### src/rtl/mux_scan_pkg.sv
`timescale 1ns/1ps
// -----------------------------------------------------------------------------
// mux_scan_pkg
// Shared definitions for the mux scan controller family.
//   scan_state_t : controller state encoding (IDLE / SETTLE / HOLD)
//   NUM_CH       : number of mux inputs scanned
//   CH_W         : width of a channel index
//   DEF_WIDTH    : default data width of the scanned mux
//   DEF_DWELL    : default settle interval in clock cycles
// -----------------------------------------------------------------------------
package mux_scan_pkg;

    typedef enum logic [1:0] {
        ST_IDLE   = 2'd0,
        ST_SETTLE = 2'd1,
        ST_HOLD   = 2'd2
    } scan_state_t;

    localparam int NUM_CH    = 4;
    localparam int CH_W      = 2;
    localparam int DEF_WIDTH = 4;
    localparam int DEF_DWELL = 2;

    // Dwell counter is 4 bits wide, enough for the largest allowed dwell (15).
    localparam int CNT_W     = 4;

endpackage : mux_scan_pkg

### src/rtl/mux_scan_ctrl_if.sv
`timescale 1ns/1ps
// -----------------------------------------------------------------------------
// mux_scan_if
// Bundles every non-clock signal of the scan controller.
//   Control inputs : en, ch_mask
//   Mux side       : s0, s1 (selects out), y_in (mux output fed back)
//   Stream side    : data_out, ch_out, valid_out (out), ready_in (in)
//   Status         : busy
// Modports:
//   master : the scan controller
//   slave  : the environment (mux + consumer + control source)
// -----------------------------------------------------------------------------
interface mux_scan_if
    import mux_scan_pkg::*;
#(
    parameter int WIDTH = DEF_WIDTH
);

    logic                en;
    logic [NUM_CH-1:0]   ch_mask;
    logic [WIDTH-1:0]    y_in;
    logic                s0;
    logic                s1;
    logic [WIDTH-1:0]    data_out;
    logic [CH_W-1:0]     ch_out;
    logic                valid_out;
    logic                ready_in;
    logic                busy;

    modport master (
        input  en,
        input  ch_mask,
        input  y_in,
        input  ready_in,
        output s0,
        output s1,
        output data_out,
        output ch_out,
        output valid_out,
        output busy
    );

    modport slave (
        output en,
        output ch_mask,
        output y_in,
        output ready_in,
        input  s0,
        input  s1,
        input  data_out,
        input  ch_out,
        input  valid_out,
        input  busy
    );

endinterface : mux_scan_if

### src/rtl/rr_next_ch.sv
`timescale 1ns/1ps
// -----------------------------------------------------------------------------
// rr_next_ch
// Combinational round-robin picker over the four mux channels.
//   last : channel selected most recently
//   mask : per-channel enable, bit k enables channel k
//   next : first enabled channel searching last+1, last+2, last+3, last
//   any  : at least one channel is enabled (next is meaningful)
// -----------------------------------------------------------------------------
module rr_next_ch
    import mux_scan_pkg::*;
(
    input  logic [CH_W-1:0]   last,
    input  logic [NUM_CH-1:0] mask,
    output logic [CH_W-1:0]   next,
    output logic              any
);

    logic [CH_W-1:0] cand;

    // The offset NUM_CH wraps back onto 'last' itself, so a lone enabled
    // channel is picked again and the scan repeats on it.
    always_comb begin
        next = last;
        any  = 1'b0;
        cand = '0;
        for (int k = 1; k <= NUM_CH; k++) begin
            cand = last + CH_W'(k);
            if (!any && mask[cand]) begin
                next = cand;
                any  = 1'b1;
            end
        end
    end

endmodule : rr_next_ch

### src/rtl/mux_scan_ctrl.sv
`timescale 1ns/1ps
// -----------------------------------------------------------------------------
// mux_scan_ctrl
// Scans a 4:1 mux round-robin over the enabled channels. After each select
// change it waits DWELL cycles for the mux output to settle, captures y_in
// and offers it downstream with a valid/ready handshake, tagged with the
// channel it came from.
//   clk   : rising-edge clock
//   rst   : synchronous active-high reset
//   bus   : mux_scan_if.master
//           en, ch_mask           scan enable and per-channel enable
//           s1, s0 / y_in         mux selects out, mux output back in
//           data_out, ch_out,
//           valid_out / ready_in  captured sample stream
//           busy                  high while in SETTLE or HOLD
// Parameters:
//   WIDTH : data width of y_in / data_out
//   DWELL : settle cycles between a select change and the capture (1..15)
// -----------------------------------------------------------------------------
module mux_scan_ctrl
    import mux_scan_pkg::*;
#(
    parameter int WIDTH = DEF_WIDTH,
    parameter int DWELL = DEF_DWELL
) (
    input  logic         clk,
    input  logic         rst,
    mux_scan_if.master   bus
);

    localparam logic [CNT_W-1:0] DWELL_LD = CNT_W'(DWELL);

    scan_state_t       state_q;
    logic [CH_W-1:0]   sel_q;
    logic [CH_W-1:0]   ptr_q;
    logic [CNT_W-1:0]  cnt_q;
    logic [WIDTH-1:0]  data_q;
    logic [CH_W-1:0]   ch_q;
    logic              valid_q;

    logic [CH_W-1:0]   nxt_ch;
    logic              any_ch;

    rr_next_ch u_rr_next_ch (
        .last (ptr_q),
        .mask (bus.ch_mask),
        .next (nxt_ch),
        .any  (any_ch)
    );

    // Single-process FSM. The selects only move on the edge that leaves
    // IDLE or completes a HOLD transfer, so they are frozen throughout
    // SETTLE and HOLD. The pointer resets to 3 so the first pick is 0.
    always_ff @(posedge clk) begin
        if (rst) begin
            state_q <= ST_IDLE;
            sel_q   <= '0;
            ptr_q   <= CH_W'(NUM_CH - 1);
            cnt_q   <= '0;
            data_q  <= '0;
            ch_q    <= '0;
            valid_q <= 1'b0;
        end else begin
            case (state_q)
                ST_IDLE: begin
                    if (bus.en && any_ch) begin
                        sel_q   <= nxt_ch;
                        ptr_q   <= nxt_ch;
                        cnt_q   <= DWELL_LD;
                        state_q <= ST_SETTLE;
                    end
                end

                ST_SETTLE: begin
                    // An abort leaves the pointer on the aborted channel,
                    // so a restart moves on to the one after it.
                    if (!bus.en) begin
                        state_q <= ST_IDLE;
                    end else if (cnt_q == CNT_W'(1)) begin
                        data_q  <= bus.y_in;
                        ch_q    <= sel_q;
                        valid_q <= 1'b1;
                        cnt_q   <= '0;
                        state_q <= ST_HOLD;
                    end else begin
                        cnt_q   <= cnt_q - CNT_W'(1);
                    end
                end

                ST_HOLD: begin
                    // The held sample is never withdrawn; en only decides
                    // whether scanning resumes once it has been taken.
                    if (bus.ready_in) begin
                        valid_q <= 1'b0;
                        if (bus.en && any_ch) begin
                            sel_q   <= nxt_ch;
                            ptr_q   <= nxt_ch;
                            cnt_q   <= DWELL_LD;
                            state_q <= ST_SETTLE;
                        end else begin
                            state_q <= ST_IDLE;
                        end
                    end
                end

                default: begin
                    state_q <= ST_IDLE;
                    valid_q <= 1'b0;
                end
            endcase
        end
    end

    assign bus.s0        = sel_q[0];
    assign bus.s1        = sel_q[1];
    assign bus.data_out  = data_q;
    assign bus.ch_out    = ch_q;
    assign bus.valid_out = valid_q;
    assign bus.busy      = (state_q != ST_IDLE);

endmodule : mux_scan_ctrl

### src/flat_wrapper.sv
// flat-port wrapper written by rule: the top's interface ports become plain ports
module mux_scan_ctrl_flat import mux_scan_pkg::*;
#(
    parameter int WIDTH = DEF_WIDTH,
    parameter int DWELL = DEF_DWELL
)
  (clk, rst, bus_en, bus_ch_mask, bus_y_in, bus_ready_in, bus_s0, bus_s1, bus_data_out, bus_ch_out, bus_valid_out, bus_busy);
  mux_scan_if #(.WIDTH(WIDTH)) bus_i ();
  input  logic clk;
  input  logic rst;
  input wire logic [$bits(bus_i.en)-1:0] bus_en;
  input wire logic [$bits(bus_i.ch_mask)-1:0] bus_ch_mask;
  input wire logic [$bits(bus_i.y_in)-1:0] bus_y_in;
  input wire logic [$bits(bus_i.ready_in)-1:0] bus_ready_in;
  output wire logic [$bits(bus_i.s0)-1:0] bus_s0;
  output wire logic [$bits(bus_i.s1)-1:0] bus_s1;
  output wire logic [$bits(bus_i.data_out)-1:0] bus_data_out;
  output wire logic [$bits(bus_i.ch_out)-1:0] bus_ch_out;
  output wire logic [$bits(bus_i.valid_out)-1:0] bus_valid_out;
  output wire logic [$bits(bus_i.busy)-1:0] bus_busy;
  assign bus_i.en = bus_en;
  assign bus_i.ch_mask = bus_ch_mask;
  assign bus_i.y_in = bus_y_in;
  assign bus_i.ready_in = bus_ready_in;
  assign bus_s0 = bus_i.s0;
  assign bus_s1 = bus_i.s1;
  assign bus_data_out = bus_i.data_out;
  assign bus_ch_out = bus_i.ch_out;
  assign bus_valid_out = bus_i.valid_out;
  assign bus_busy = bus_i.busy;
  mux_scan_ctrl #(.WIDTH(WIDTH), .DWELL(DWELL)) u_core (.clk(clk), .rst(rst), .bus(bus_i));
endmodule
### config.mk
export PLATFORM = sky130hd
export DESIGN_NAME = mux_scan_ctrl_flat
export DESIGN_NICKNAME = d
export VERILOG_FILES = /design/src/rtl/mux_scan_pkg.sv /design/src/rtl/mux_scan_ctrl_if.sv /design/src/rtl/rr_next_ch.sv /design/src/rtl/mux_scan_ctrl.sv /design/src/flat_wrapper.sv
export SDC_FILE = /design/constraint.sdc
export NUM_CORES = 1
export LEC_CHECK = 0
export ABC_AREA = 1
export CORE_MARGIN = 2
export CORE_UTILIZATION = 49
export CTS_CLUSTER_SIZE = 28
export DETAILED_ROUTE_END_ITERATION = 12
export HOLD_SLACK_MARGIN = 0.12
export MAX_ROUTING_LAYER = met4
export PLACE_DENSITY_LB_ADDON = 0.05
export RECOVER_POWER = 100
export SYNTH_ARGS = -nofsm -noshare
export SYNTH_HDL_FRONTEND = slang
export SYNTH_SLANG_ARGS = --single-unit
### constraint.sdc
create_clock -name clk -period 1.6 [get_ports clk]
set_input_delay 0.32 -clock clk [delete_from_list [all_inputs] [get_ports clk]]
set_output_delay 0.32 -clock clk [all_outputs]
set_load 0.005 [all_outputs]
==> results.ini, run 1 <==
[job]
maxCapViolCount = 0

[place]
portBuffers = 21
dp.cells = 207
placed_area_sq_um = 1350
dp_hpwl_um = 1710
place.gp.congestion = 0.927

[route]
postRouteAntennaNets = 0
vias = 1070
drtPass1Iterations = 6
drc = 0
finalWirelength_um = 2300
routedWlPerCell_um = 10.8
first_iter_violations = 27
avgViaCountPerCell = 5.02

[floorplan]
placementRows = 16
dieArea_sq_um = 2510
start_util_pct = 52.6
die_x_um = 50.1
die_h_um = 50.1
io-pin-count = 22
core_sq_um = 1980

[setup_path]
critPathArrivalTime_ps = 1750
slowest_delay_ps = 490
crit_type = input port to register
crit_chain = clkdlybuf4s50_1 -> inv_1 -> nand2_1 -> nand3_1 -> and2_1 -> nand3_4 -> nand3_4 -> nand2_4 -> nand3_1 -> a21oi_2
worst_setup_path_start_kind = input port
cp_slowest_cell = clkdlybuf4s50_1
required_ps = 1840
end_kind = register
crit_fanout = 7

[global_route]
grt-ovfl-total = 0
antenna_found_initial = 0
grt_pass1_wl_um = 3730
grtUsageTotal_pct = 19.9
grt_max_degree = 11
grt_pass1_vias = 913

[logic_synthesis]
synthesis.area_sq_um = 1040
synth_area_leader_cell = dfxtp_1
ys_seq_area_share_pct = 32.7
synth_ff_type = dfxtp_1
ys_seq_elements = 17
async_flop_share_pct = 0
synth_area_per_cell_sq_um = 6.86
synth-edff-count = 0
yosysTopAreaCellShare_pct = 32.7
synth_cell_types = 27
yosysMostFrequentCell = nand2_1
syn_nets = 166
yosys-top-cells-area = dfxtp_1, nand2_1, inv_1, nor2_1, nand2_4
ys_top_cells_by_count = nand2_1, inv_1, nor2_1, dfxtp_1, nand3_1
syn_inst = 152
yosysWarnings = 0

[final_layout]
fill_cells = 161
stdcell_count = 213
seq_area_sq_um = 344
multi_input_area_sq_um = 664
drive_gt1_share_pct = 26.9
syn_to_final_growth_pct = 40.7
layout.nets = 201
design_area_sq_um = 1470
antenna_cells = 0

[power_and_ir_drop]
power.density_nw_per_um2 = 1150
combPwrFrac_pct = 54.5
switching_share_pct = 41.8
p_int_uw = 979
leakage_uw = 0.000683
switchingPower_uw = 704
pwr-share-clk_pct = 13.7
peakVddDrop_mv = 0.776
p_seq_share_pct = 31.7

[sta]
worst_pin_slew_ps = 279
final-max-slew-violation-count = 0
grt_setup_unrepaired = yes
finalSetupViolations = 0
period_needed_ps = 1510
hold_viol = 0
fmax_mhz = 660
max_slew_margin_pct = 81.4
fin_skew_ps = 6.96
period_share_pct = 94.7

[clock_tree]
cts_root_buffer = clkbuf_4
cts.clk_slew.worst_paths_ps = 100
cts_tree = yes
h-tree-depth = 1
clkLatencyLatePin_ps = 290
cts_max_path_buffers = 2
clock_sinks = 17
numCtsBuffers = 3

[hold_path]
hold_path.class = register to register

[status]
status = finished, final reports clean

routing by layer:
metal	share of wire, %	up-vias	global-route usage (%)
met3	5.7	7	3.94
li1	-	555	-
met5	0	-	-
met4	1.9	0	6.94
met1	43	477	23.4
met2	49	31	33.6
through the flow:
step / hold WS [ps] / total power (uW) / setup TNS, ps / util (%) / setup WS, ps
after floorplan: 455 / 1110 / 0 / - / 212
after global placement: 451 / 1310 / -1240 / 68.2 / -174
after detailed placement: 456 / 1330 / -1780 / 68.2 / -209
after CTS: 471 / 1560 / 0 / 69.5 / 41.5
after global routing: 494 / 1810 / -96.8 / 74.0 / -27.1
final: 465 / 1680 / 0 / 74.0 / 85.2
cell usage in the layout, fill, tap and decap left out, types with 2 or more instances in the layout:
cell              n
a21oi_1           5
a21oi_2           3
buf_4            10
clkbuf_4          3
clkdlybuf4s50_1  14
dfxtp_1          14
dfxtp_2           3
dlygate4sd3_1     6
ha_1              2
inv_1            20
inv_2             2
nand2_1          25
nand2_2          12
nand2_4           9
nand3_1          12
nand3_4           2
nor2_1           19
o211ai_1          2
o21ai_0           7
o21ai_1           2
worst max-delay path, delay by kind of cell:
family          cells  cell delay [ps]
simple gates        7              740
compound gates      1              140
buf+inv             2              540
repair_timing:
item | in CTS | in global routing
hold buffers | 0 | 0
hold endpoints to repair | 0 | 0
pin swaps | 0 | 4
buffers inserted | 0 | 2
endpoints found under the setup margin | 1 | 10
cloned | 0 | 0
resized for setup | 2 | 23
layout make-up:
cell class / count / area share [%]
repair buffers: 32 / 20.7
well taps: 27 / 2.30
inverters: 23 / 6.40
multi-input cells: 110 / 45.3
flip-flops and latches: 17 / 23.5
clock buffers: 4 / 1.79
power groups by stage:
stage | Clock, uW | Combinational, uW | Sequential, uW
floorplan | 0 | 581 | 529
global placement | 0 | 780 | 532
detailed placement | 0 | 794 | 534
CTS | 236 | 795 | 526
global route | 249 | 1020 | 544
finish | 231 | 917 | 534
sequential cells by signal, indices dropped and copies added, names as in the netlist:
signal and cells:
u_core.ptr_q 2, u_core.cnt_q 4, u_core.bus.data_out 4, u_core.bus.ch_out 2
u_core.bus.valid_out 1, u_core.sel_q 2, u_core.state_q 2
cells by family (layout without fill, tap and decap cells):
| group | after synthesis | count (layout) | synth area share (%) |
|---|---|---|---|
| AND/OR/NAND/NOR | 86 | 86 | 41.9 |
| buffers and inverters | 25 | 59 | 9.96 |
| AO/OA/AOI/OAI | 21 | 21 | 12.2 |
| flip-flops | 17 | 17 | 32.7 |
| adder cells (fa/ha/maj) | 2 | 2 | 2.40 |
| XOR/XNOR | 1 | 1 | 0.840 |
worst paths after layout:
check | startpoint | endpoint | slack [ps] | depth (start not counted)
worst max-delay path | bus_ch_mask[1] | u_core.cnt_q[2] | 90 | 10
worst min-delay path | u_core.bus.valid_out | u_core.bus.valid_out | 460 | 2
worst max register to register | u_core.ptr_q[0] | u_core.cnt_q[3] | 90 | 14
worst min register to register | u_core.bus.valid_out | u_core.bus.valid_out | 460 | 2
No activity file was read; power rests on OpenSTA's default activity.
==> inputs of run 2 (changes only) <==
- REMOVE_ABC_BUFFERS: default -> 1
- clock period: 1.6 -> 1.64 ns (I/O delays scaled with it)
==> results.ini, run 2 (synthesis results as in run 1) <==
[job]
maxCapViolCount = 0

[final_layout]
final_cell_mix = nand2_1, inv_1, nor2_1
layout.nets = 197
stdcell_count = 209
seq_area_sq_um = 345
final_common_cell = nand2_1
multi_input_area_sq_um = 604
fill_cells = 174
syn_to_final_growth_pct = 30.6
antenna_cells = 0
drive_gt1_share_pct = 19.8
design_area_sq_um = 1360

[place]
dp.cells = 205
dp_hpwl_um = 1650
placed_area_sq_um = 1320
place.gp.congestion = 0.835
dp_slack_ps = -229
portBuffers = 21

[setup_path]
crit_chain = dlygate4sd3_1
crit_type = register to output port
end_kind = output port
required_ps = 1310
critPathArrivalTime_ps = 1200
path_buf_inv = 1
slowest_delay_ps = 570
cp_slowest_cell = dlygate4sd3_1
worst_setup_path_start_kind = register
critPathTopFamily = buffers and inverters
crit_fanout = 2

[floorplan]
die_h_um = 50.1
start_util_pct = 52.6
die_x_um = 50.1
io-pin-count = 22
dieArea_sq_um = 2510
core_sq_um = 1980
placementRows = 16

[power_and_ir_drop]
peakVddDrop_mv = 0.802
leakage_uw = 0.000649
power.density_nw_per_um2 = 1110
total_power_uw = 1510

[sta]
fin_ws_ps = 109
fmax_mhz = 653
hold_viol = 0
period_share_pct = 93.3
worst_pin_slew_ps = 255
grt_setup_unrepaired = no
fin_skew_ps = 1.89
period_needed_ps = 1530
max_slew_margin_pct = 83.0
final-max-slew-violation-count = 0
fin_tns_setup_ps = 0
finalSetupViolations = 0

[status]
status = finished, final reports clean

[clock_tree]
holdBufCountCts = 0
clkLatencyLatePin_ps = 300
clock_sinks = 17
cts_max_path_buffers = 2
h-tree-depth = 1
cts_tree = yes
cts_root_buffer = clkbuf_4
cts.clk_slew.worst_paths_ps = 100
numCtsBuffers = 3

[route]
wl_met1_um = 1000
wl_met2_um = 950
vias = 1025
avgViaCountPerCell = 4.90
top_layer = met4
routedWlPerCell_um = 10.1
finalWirelength_um = 2110
first_iter_violations = 23
drc = 0
drtPass1Iterations = 4
postRouteAntennaNets = 0
dr_wl_met3_um = 102

[global_route]
grt_pass1_vias = 880
grt-ovfl-total = 0
grtUsageTotal_pct = 20.0
antenna_found_initial = 0
grt_pass1_wl_um = 3680
grt_max_degree = 11

[hold_path]
hold_path.class = register to register

-- run 2: stage by stage --
| step | utilization, % | hold slack [ps] |
|---|---|---|
| floorplan | - | 390 |
| global placement | 66.8 | 448 |
| detailed placement | 66.8 | 454 |
| CTS | 68.2 | 468 |
| global route | 68.7 | 503 |
| finish | 68.7 | 461 |
-- run 2: per-layer routing --
| metal | vias up | GRT usage, % |
|---|---|---|
| met2 | 27 | 30.0 |
| met1 | 444 | 24.6 |
| met5 | - | - |
| met4 | 0 | 9.72 |
| li1 | 547 | - |
| met3 | 7 | 5.45 |
-- run 2: layout make-up --
type                            count  share of cell area [%]
Multi-Input combinational cell    110                    44.4
Sequential cell                    17                    25.4
Timing Repair Buffer               28                    19.2
Inverter                           23                    6.53
Tap cell                           27                    2.48
Clock buffer                        3                    1.65
Clock inverter                      1                   0.368
-- run 2: report_power, final --
part           switching (uW)  internal [uW]
logic                     436            312
clock network             140           91.1
registers                59.9            473
total                     635            877
-- run 2: worst paths after layout --
path / start / cells after the start / slack (ps) / to
setup reg to reg: u_core.ptr_q[0] / 12 / 150 / u_core.cnt_q[0]
hold / removal: u_core.bus.valid_out / 2 / 460 / u_core.bus.valid_out
hold reg to reg: u_core.bus.valid_out / 2 / 460 / u_core.bus.valid_out
setup / recovery: u_core.bus.ch_out[1] / 1 / 110 / bus_ch_out[1]
-- run 2: what timing repair did --
action / in CTS / in global routing
setup endpoints to repair: 5 / 8
buffers inserted: 0 / 0
resized for setup: 3 / 5
